[src/rtl/alu_pkg.sv]
// rtl/alu_pkg.sv - opcodes and FSM state type for the alu_muldiv execute stage
// Contents: OP_* 4-bit opcodes, state_t (S_IDLE, S_MUL, S_DIV when ALU_MULDIV_DIV_EN)
package alu_pkg;

    localparam logic [3:0] OP_AND   = 4'b0000;
    localparam logic [3:0] OP_OR    = 4'b0001;
    localparam logic [3:0] OP_ADD   = 4'b0010;
    localparam logic [3:0] OP_SUB   = 4'b0110;
    localparam logic [3:0] OP_SLT   = 4'b0111;
    localparam logic [3:0] OP_SLTU  = 4'b1000;
    localparam logic [3:0] OP_MULTU = 4'b1001;
    localparam logic [3:0] OP_DIVU  = 4'b1010;
    localparam logic [3:0] OP_MFHI  = 4'b1011;
    localparam logic [3:0] OP_NOR   = 4'b1100;
    localparam logic [3:0] OP_MFLO  = 4'b1101;

    typedef enum logic [1:0] {
        S_IDLE,
        S_MUL
`ifdef ALU_MULDIV_DIV_EN
        , S_DIV
`endif
    } state_t;

endpackage

[src/rtl/alu_muldiv_if.sv]
// rtl/alu_muldiv_if.sv - operation/result bundle between pipeline and alu_muldiv
// master: drives in_valid, op, data1, read2, imm, alu_src; sees in_ready and results
// slave:  the ALU; drives in_ready, out_valid, result, zero, hi, lo
interface alu_muldiv_if #(
    parameter int WIDTH = 32,
    parameter int IMM_W = 16
);
    logic             in_valid;
    logic             in_ready;
    logic [3:0]       op;
    logic [WIDTH-1:0] data1;
    logic [WIDTH-1:0] read2;
    logic [IMM_W-1:0] imm;
    logic             alu_src;
    logic             out_valid;
    logic [WIDTH-1:0] result;
    logic             zero;
    logic [WIDTH-1:0] hi;
    logic [WIDTH-1:0] lo;

    modport master (
        output in_valid, op, data1, read2, imm, alu_src,
        input  in_ready, out_valid, result, zero, hi, lo
    );

    modport slave (
        input  in_valid, op, data1, read2, imm, alu_src,
        output in_ready, out_valid, result, zero, hi, lo
    );
endinterface

[src/rtl/alu_iter_core.sv]
// rtl/alu_iter_core.sv - one-bit-per-cycle shift-add multiplier / restoring divider
// Ports: clk, reset; start loads a/b and the counter; step runs one iteration;
//        is_div (only with ALU_MULDIV_DIV_EN) selects divide; hi_next/lo_next are the
//        values after the current iteration; last flags the final iteration.
module alu_iter_core #(
    parameter int WIDTH = 32
) (
    input  logic             clk,
    input  logic             reset,
    input  logic             start,
`ifdef ALU_MULDIV_DIV_EN
    input  logic             is_div,
`endif
    input  logic             step,
    input  logic [WIDTH-1:0] a,
    input  logic [WIDTH-1:0] b,
    output logic [WIDTH-1:0] hi_next,
    output logic [WIDTH-1:0] lo_next,
    output logic             last
);
    localparam int CNT_W = $clog2(WIDTH + 1);

    // acc: product high half / partial remainder; q: multiplier bits / quotient bits
    logic [WIDTH-1:0] acc;
    logic [WIDTH-1:0] q;
    logic [WIDTH-1:0] b_reg;
    logic [CNT_W-1:0] cnt;
    logic [WIDTH:0]   sum;
`ifdef ALU_MULDIV_DIV_EN
    logic             div_mode;
    logic [WIDTH:0]   shifted;
`endif

    assign last = (cnt == CNT_W'(1));

    always_comb begin
        sum = {1'b0, acc} + {1'b0, b_reg};
        if (q[0]) begin
            {hi_next, lo_next} = {sum, q[WIDTH-1:1]};
        end else begin
            {hi_next, lo_next} = {1'b0, acc, q[WIDTH-1:1]};
        end
`ifdef ALU_MULDIV_DIV_EN
        shifted = {acc, q[WIDTH-1]};
        if (div_mode) begin
            // remainder stays below b, so the W-bit difference is exact
            if (shifted >= {1'b0, b_reg}) begin
                hi_next = shifted[WIDTH-1:0] - b_reg;
                lo_next = {q[WIDTH-2:0], 1'b1};
            end else begin
                hi_next = shifted[WIDTH-1:0];
                lo_next = {q[WIDTH-2:0], 1'b0};
            end
        end
`endif
    end

    always_ff @(posedge clk) begin
        if (reset) begin
            acc   <= '0;
            q     <= '0;
            b_reg <= '0;
            cnt   <= '0;
`ifdef ALU_MULDIV_DIV_EN
            div_mode <= 1'b0;
`endif
        end else if (start) begin
            acc   <= '0;
            q     <= a;
            b_reg <= b;
            cnt   <= CNT_W'(WIDTH);
`ifdef ALU_MULDIV_DIV_EN
            div_mode <= is_div;
`endif
        end else if (step) begin
            acc <= hi_next;
            q   <= lo_next;
            cnt <= cnt - CNT_W'(1);
        end
    end
endmodule

[src/rtl/alu_muldiv.sv]
// rtl/alu_muldiv.sv - execute-stage ALU with registered result/zero and iterative MULTU/DIVU
// Ports: clk, reset (sync, active-high), bus (alu_muldiv_if.slave)
// Build option: ALU_MULDIV_DIV_EN enables DIVU; otherwise op 1010 behaves as unknown.
module alu_muldiv
    import alu_pkg::*;
#(
    parameter int WIDTH = 32,
    parameter int IMM_W = 16
) (
    input logic         clk,
    input logic         reset,
    alu_muldiv_if.slave bus
);
    state_t           state, state_next;
    logic             in_ready;
    logic             accept;
    logic             iter_op;
    logic             core_start;
    logic             core_step;
    logic             core_last;
    logic             commit;
    logic [WIDTH-1:0] core_hi;
    logic [WIDTH-1:0] core_lo;
    logic [WIDTH-1:0] opb;
    logic [WIDTH-1:0] alu_res;
    logic             out_valid_q;
    logic [WIDTH-1:0] result_q;
    logic             zero_q;
    logic [WIDTH-1:0] hi_q;
    logic [WIDTH-1:0] lo_q;

    assign accept = bus.in_valid & in_ready;
`ifdef ALU_MULDIV_DIV_EN
    assign iter_op = (bus.op == OP_MULTU) || (bus.op == OP_DIVU);
`else
    assign iter_op = (bus.op == OP_MULTU);
`endif

    // Signed size cast gives true sign extension of the immediate
    assign opb = bus.alu_src ? WIDTH'($signed(bus.imm)) : bus.read2;

    always_comb begin
        alu_res = '0;
        case (bus.op)
            OP_AND:  alu_res = bus.data1 & opb;
            OP_OR:   alu_res = bus.data1 | opb;
            OP_ADD:  alu_res = bus.data1 + opb;
            OP_SUB:  alu_res = bus.data1 - opb;
            OP_SLT:  alu_res = WIDTH'($signed(bus.data1) < $signed(opb));
            OP_SLTU: alu_res = WIDTH'(bus.data1 < opb);
            OP_NOR:  alu_res = ~(bus.data1 | opb);
            OP_MFHI: alu_res = hi_q;
            OP_MFLO: alu_res = lo_q;
            default: alu_res = '0;
        endcase
    end

    always_ff @(posedge clk) begin
        if (reset) begin
            state <= S_IDLE;
        end else begin
            state <= state_next;
        end
    end

    always_comb begin
        state_next = state;
        in_ready   = 1'b0;
        core_start = 1'b0;
        core_step  = 1'b0;
        commit     = 1'b0;
        case (state)
            S_IDLE: begin
                in_ready = 1'b1;
                if (accept && bus.op == OP_MULTU) begin
                    state_next = S_MUL;
                    core_start = 1'b1;
`ifdef ALU_MULDIV_DIV_EN
                end else if (accept && bus.op == OP_DIVU) begin
                    state_next = S_DIV;
                    core_start = 1'b1;
`endif
                end
            end
`ifdef ALU_MULDIV_DIV_EN
            S_MUL, S_DIV: begin
`else
            S_MUL: begin
`endif
                core_step = 1'b1;
                // Final iteration result is committed straight from the core's next values
                if (core_last) begin
                    commit     = 1'b1;
                    state_next = S_IDLE;
                end
            end
            default: state_next = S_IDLE;
        endcase
    end

    alu_iter_core #(.WIDTH(WIDTH)) u_iter (
        .clk     (clk),
        .reset   (reset),
        .start   (core_start),
`ifdef ALU_MULDIV_DIV_EN
        .is_div  (bus.op == OP_DIVU),
`endif
        .step    (core_step),
        .a       (bus.data1),
        .b       (opb),
        .hi_next (core_hi),
        .lo_next (core_lo),
        .last    (core_last)
    );

    always_ff @(posedge clk) begin
        if (reset) begin
            out_valid_q <= 1'b0;
            result_q    <= '0;
            zero_q      <= 1'b1;
            hi_q        <= '0;
            lo_q        <= '0;
        end else begin
            out_valid_q <= 1'b0;
            if (commit) begin
                hi_q        <= core_hi;
                lo_q        <= core_lo;
                result_q    <= core_lo;
                zero_q      <= (core_lo == '0);
                out_valid_q <= 1'b1;
            end else if (accept && !iter_op) begin
                result_q    <= alu_res;
                zero_q      <= (alu_res == '0);
                out_valid_q <= 1'b1;
            end
        end
    end

    assign bus.in_ready  = in_ready;
    assign bus.out_valid = out_valid_q;
    assign bus.result    = result_q;
    assign bus.zero      = zero_q;
    assign bus.hi        = hi_q;
    assign bus.lo        = lo_q;
endmodule
[src/flat_wrapper.sv]
// flat-port wrapper written by rule: the top's interface ports become plain ports
module alu_muldiv_flat import alu_pkg::*;
#(
    parameter int WIDTH = 32,
    parameter int IMM_W = 16
)
  (clk, reset, bus_in_valid, bus_op, bus_data1, bus_read2, bus_imm, bus_alu_src, bus_in_ready, bus_out_valid, bus_result, bus_zero, bus_hi, bus_lo);
  alu_muldiv_if #(.WIDTH(WIDTH), .IMM_W(IMM_W)) bus_i ();
  input logic clk;
  input logic reset;
  input wire logic [$bits(bus_i.in_valid)-1:0] bus_in_valid;
  input wire logic [$bits(bus_i.op)-1:0] bus_op;
  input wire logic [$bits(bus_i.data1)-1:0] bus_data1;
  input wire logic [$bits(bus_i.read2)-1:0] bus_read2;
  input wire logic [$bits(bus_i.imm)-1:0] bus_imm;
  input wire logic [$bits(bus_i.alu_src)-1:0] bus_alu_src;
  output wire logic [$bits(bus_i.in_ready)-1:0] bus_in_ready;
  output wire logic [$bits(bus_i.out_valid)-1:0] bus_out_valid;
  output wire logic [$bits(bus_i.result)-1:0] bus_result;
  output wire logic [$bits(bus_i.zero)-1:0] bus_zero;
  output wire logic [$bits(bus_i.hi)-1:0] bus_hi;
  output wire logic [$bits(bus_i.lo)-1:0] bus_lo;
  assign bus_i.in_valid = bus_in_valid;
  assign bus_i.op = bus_op;
  assign bus_i.data1 = bus_data1;
  assign bus_i.read2 = bus_read2;
  assign bus_i.imm = bus_imm;
  assign bus_i.alu_src = bus_alu_src;
  assign bus_in_ready = bus_i.in_ready;
  assign bus_out_valid = bus_i.out_valid;
  assign bus_result = bus_i.result;
  assign bus_zero = bus_i.zero;
  assign bus_hi = bus_i.hi;
  assign bus_lo = bus_i.lo;
  alu_muldiv #(.WIDTH(WIDTH), .IMM_W(IMM_W)) u_core (.clk(clk), .reset(reset), .bus(bus_i));
endmodule
[config.mk]
export PLATFORM = sky130hd
export DESIGN_NAME = alu_muldiv_flat
export DESIGN_NICKNAME = d
export VERILOG_FILES = /design/src/rtl/alu_pkg.sv /design/src/rtl/alu_muldiv_if.sv /design/src/rtl/alu_iter_core.sv /design/src/rtl/alu_muldiv.sv /design/src/flat_wrapper.sv
export SDC_FILE = /design/constraint.sdc
export NUM_CORES = 1
export LEC_CHECK = 0
export ABC_CLOCK_PERIOD_IN_PS = 4850
export BUFFER_PORTS_ARGS = -buffer_cell sky130_fd_sc_hd__buf_2
export CAP_MARGIN = 20
export CELL_PAD_IN_SITES_DETAIL_PLACEMENT = 1
export CELL_PAD_IN_SITES_GLOBAL_PLACEMENT = 2
export CORE_UTILIZATION = 31
export DETAILED_ROUTE_END_ITERATION = 10
export PLACE_DENSITY_LB_ADDON = 0.1
export SYNTH_ARGS = -nofsm -noshare
export SYNTH_HDL_FRONTEND = slang
export SYNTH_SLANG_ARGS = --single-unit
[constraint.sdc]
create_clock -name clk -period 4.85 [get_ports clk]
set_clock_uncertainty 0.15 [all_clocks]
set_input_delay 0.485 -clock clk [delete_from_list [all_inputs] [get_ports clk]]
set_output_delay 0.485 -clock clk [all_outputs]
set_load 0.1 [all_outputs]
==> metrics.txt <==
outcome=complete, no violations; via count=roughly 17000; largest net degree at the start of global routing=94; Util after Layout=0.380; Port-buffer cells=186; critical path depth in cells=15; LEAKAGE=between 0.007 and 0.008 µW; RSZ-0062 raised after global routing=no; die area=around 50000 µm²; placed cells=roughly 2900; postcts setup bufs=0; CTS Buf Count=27; slowest stage delay, CP=approximately 0.75 ns; fmax=230 MHz; vias in the first global route=about 17000; Std-Cell Rows=between 80 and 90; Die W=roughly 230 µm; setup_tns=0 ns; syn_area_per_cell=7.55 µm²; post-CTS resize count=0; Initial Util=0.316; Die Y=226 µm; clock latency on the worst-skew pair=about 0.57 ns; CP max FO=17; grt ovf=0; ranking of synthesized cells by area=dfxtp_1 26%, ha_1 11%, a21oi_1 6.8%; Layout Nets=roughly 2500; Most common cell on crit path=a2111oi_0; final WL=just over 80 mm; Worst-Margin Slew=1.14 ns; # Max-Cap Violations=0; slew margin rel.=0.232; share of post-route cells with drive strength above 1=0.175; Crit-path slowest cell=a2111oi_0; Post-Synthesis Cell Area=15500 µm²; WP data required=5.21 ns; cts hold-fix bufs=0; Slew Limit Fails=0; CP arrival=~4.7 ns; Post-synth top flop=dfxtp_1; H-tree depth=1; crit path capture type=flop; Post-synth EDFFs=0; r2r setup slk=between 1 and 1.5 ns; Layout area overhead=20.3%; fin cells=approximately 3000; drt wl/cell=27.7 µm; warnings from Yosys=0; Reg clk slew, reported paths=~0.060 ns; pre-CTS WS=0.0282 ns; global-route wire length before repair=between 100 and 150 mm; Syn Inst Count=slightly above 2000; Hold WS=about 0.12 ns; share of the synthesized area in the top cell type=0.259; placer congestion estimate=roughly 0.95; synthesized flop and latch total=between 200 and 250; 1st-pass router iterations=6; Clock Root Buffer=clkbuf_16; ys async rst share=0; initial DRC count=between 1500 and 2000; Hold Path Class=in -> reg; Clock Tree Buf Depth=3; cells along the critical path=buf_2 -> buf_12 -> mux2i_1 -> ha_1 -> buf_4 -> o21a_1 -> o31a_1 -> o221ai_2 -> a21o_1 -> a2111oi_0 -> o21ai_0 -> a2111oi_0 -> a21oi_1 -> nor2_1 -> a31o_1; TritonCTS clock tree=done; # IOs=approximately 190; number of clock sinks=201; ANT nets after route=0; Final Hold Viols=0; part of the cycle the worst path needs=0.898; Vias per Instance=5.88; critical path class=in -> reg; CP top delay family=compound AO/OA/AOI/OAI gates; initial antenna violation count=3; fin crit period=approximately 4.4 ns; Peak VDD IR=0.000186 V; gr usage total=0.316; final setup violation count=0; crit start category=input port; Reg2Reg Depth=11; DRC viols=0; hold depth=3; HPWL Detailed=~64 mm; Distinct cells, synth=94; Post-Synthesis Net Count=2282; sequential cell area fraction in the yosys report=0.259; core area=approximately 49000 µm²; worst setup margin=between 0.4 and 0.5 ns; Synth area leader=dfxtp_1; pwr dens=between 200 and 300 nW/µm²; Buf+Inv Stages, Crit Path=3
-- synthesized netlist by cell type, types with 26 or more instances --
master,instances
nand2_1,225
nor2_1,216
a21oi_1,212
dfxtp_1,201
ha_1,133
clkbuf_1,114
inv_1,114
a211oi_1,98
o21ai_0,70
a22oi_1,46
nor3_1,44
mux2i_1,43
a21o_1,38
a31oi_1,37
nand3_1,28
xnor2_1,28
a221oi_1,26
-- worst paths after layout --
check / from / to
worst max-delay path: bus_alu_src / u_core.bus.zero
worst min-delay path: bus_data1[25] / u_core.u_iter.q[25]
worst max register to register: u_core.u_iter.b_reg[11] / u_core.bus.hi[29]
worst min register to register: u_core.bus.result[15] / u_core.bus.result[15]
-- layer usage --
| metal | part of all wire | vias to the layer above | wire, µm | track usage |
|---|---|---|---|---|
| li1 | - | 7955 | - | - |
| met1 | 0.48 | 8707 | 39400 | 0.463 |
| met2 | 0.43 | 566 | 34800 | 0.477 |
| met3 | 0.064 | 101 | 5210 | 0.0450 |
| met4 | 0.025 | 0 | 2040 | 0.0812 |
| met5 | 0 | - | 0 | 0 |
-- layout make-up --
type                            instances  area, µm²
Tap cell                              664        831
Clock inverter                         12        119
Fill cell                            6090      30500
Multi-Input combinational cell       1601      10600
Clock buffer                           37        793
Inverter                              116        435
Antenna cell                            1       2.50
Sequential cell                       201       4030
Timing Repair Buffer                  313       1910
-- worst reg2reg max path: cells and delay by family, from the launching register on --
family | cells | cell delay [ns]
compound gates | 8 | 2.18
fa+ha+maj | 1 | 0.36
flops | 1 | 0.34
mux | 1 | 0.39
simple gates | 1 | 0.32
-- kinds of logic after synthesis --
family | after synthesis | synth area share
AOI/OAI and AO/OA | 717 | 0.316
and+or+nand+nor | 661 | 0.196
buffers and inverters | 256 | 0.0650
DFF | 201 | 0.259
adders and majority gates | 136 | 0.111
muxes | 48 | 0.0313
xor gates and xnor gates | 39 | 0.0220
-- cell usage in the layout (no fill, tap or decap), types with 14 or more instances in the layout --
master	netlist	layout
o21ai_0	70	70
inv_1	114	114
a21oi_1	212	212
nor2b_1	20	20
a21o_1	38	38
nand2b_1	21	21
and2_1	14	14
a22oi_1	46	46
buf_4	0	124
a211oi_1	98	98
a221oi_1	26	26
clkbuf_16	0	27
o211ai_1	23	23
mux2i_1	43	43
nand3_1	28	28
buf_2	14	186
nor2_1	216	214
ha_1	133	133
dfxtp_1	201	199
o31ai_1	14	14
xnor2_1	28	28
a31oi_1	37	37
nor4_1	21	21
nor3_1	44	43
nand2_1	225	225
-- report_power, final --
| group | switching [µW] | internal, µW | total, µW |
|---|---|---|---|
| registers | 36.7 | 1690 | 1730 |
| logic | 1060 | 502 | 1560 |
| clock network | 849 | 1240 | 2090 |
| total | 1950 | 3430 | 5380 |
-- through the flow --
step,cell area (µm²),total power (µW)
2_1_floorplan,15500,2680
3_3_place_gp,17800,3280
6_report,18700,5380
4_1_cts,18700,5400
3_5_place_dp,17800,3290
5_1_grt,18700,5580
No activity file was read; power rests on OpenSTA's default activity.
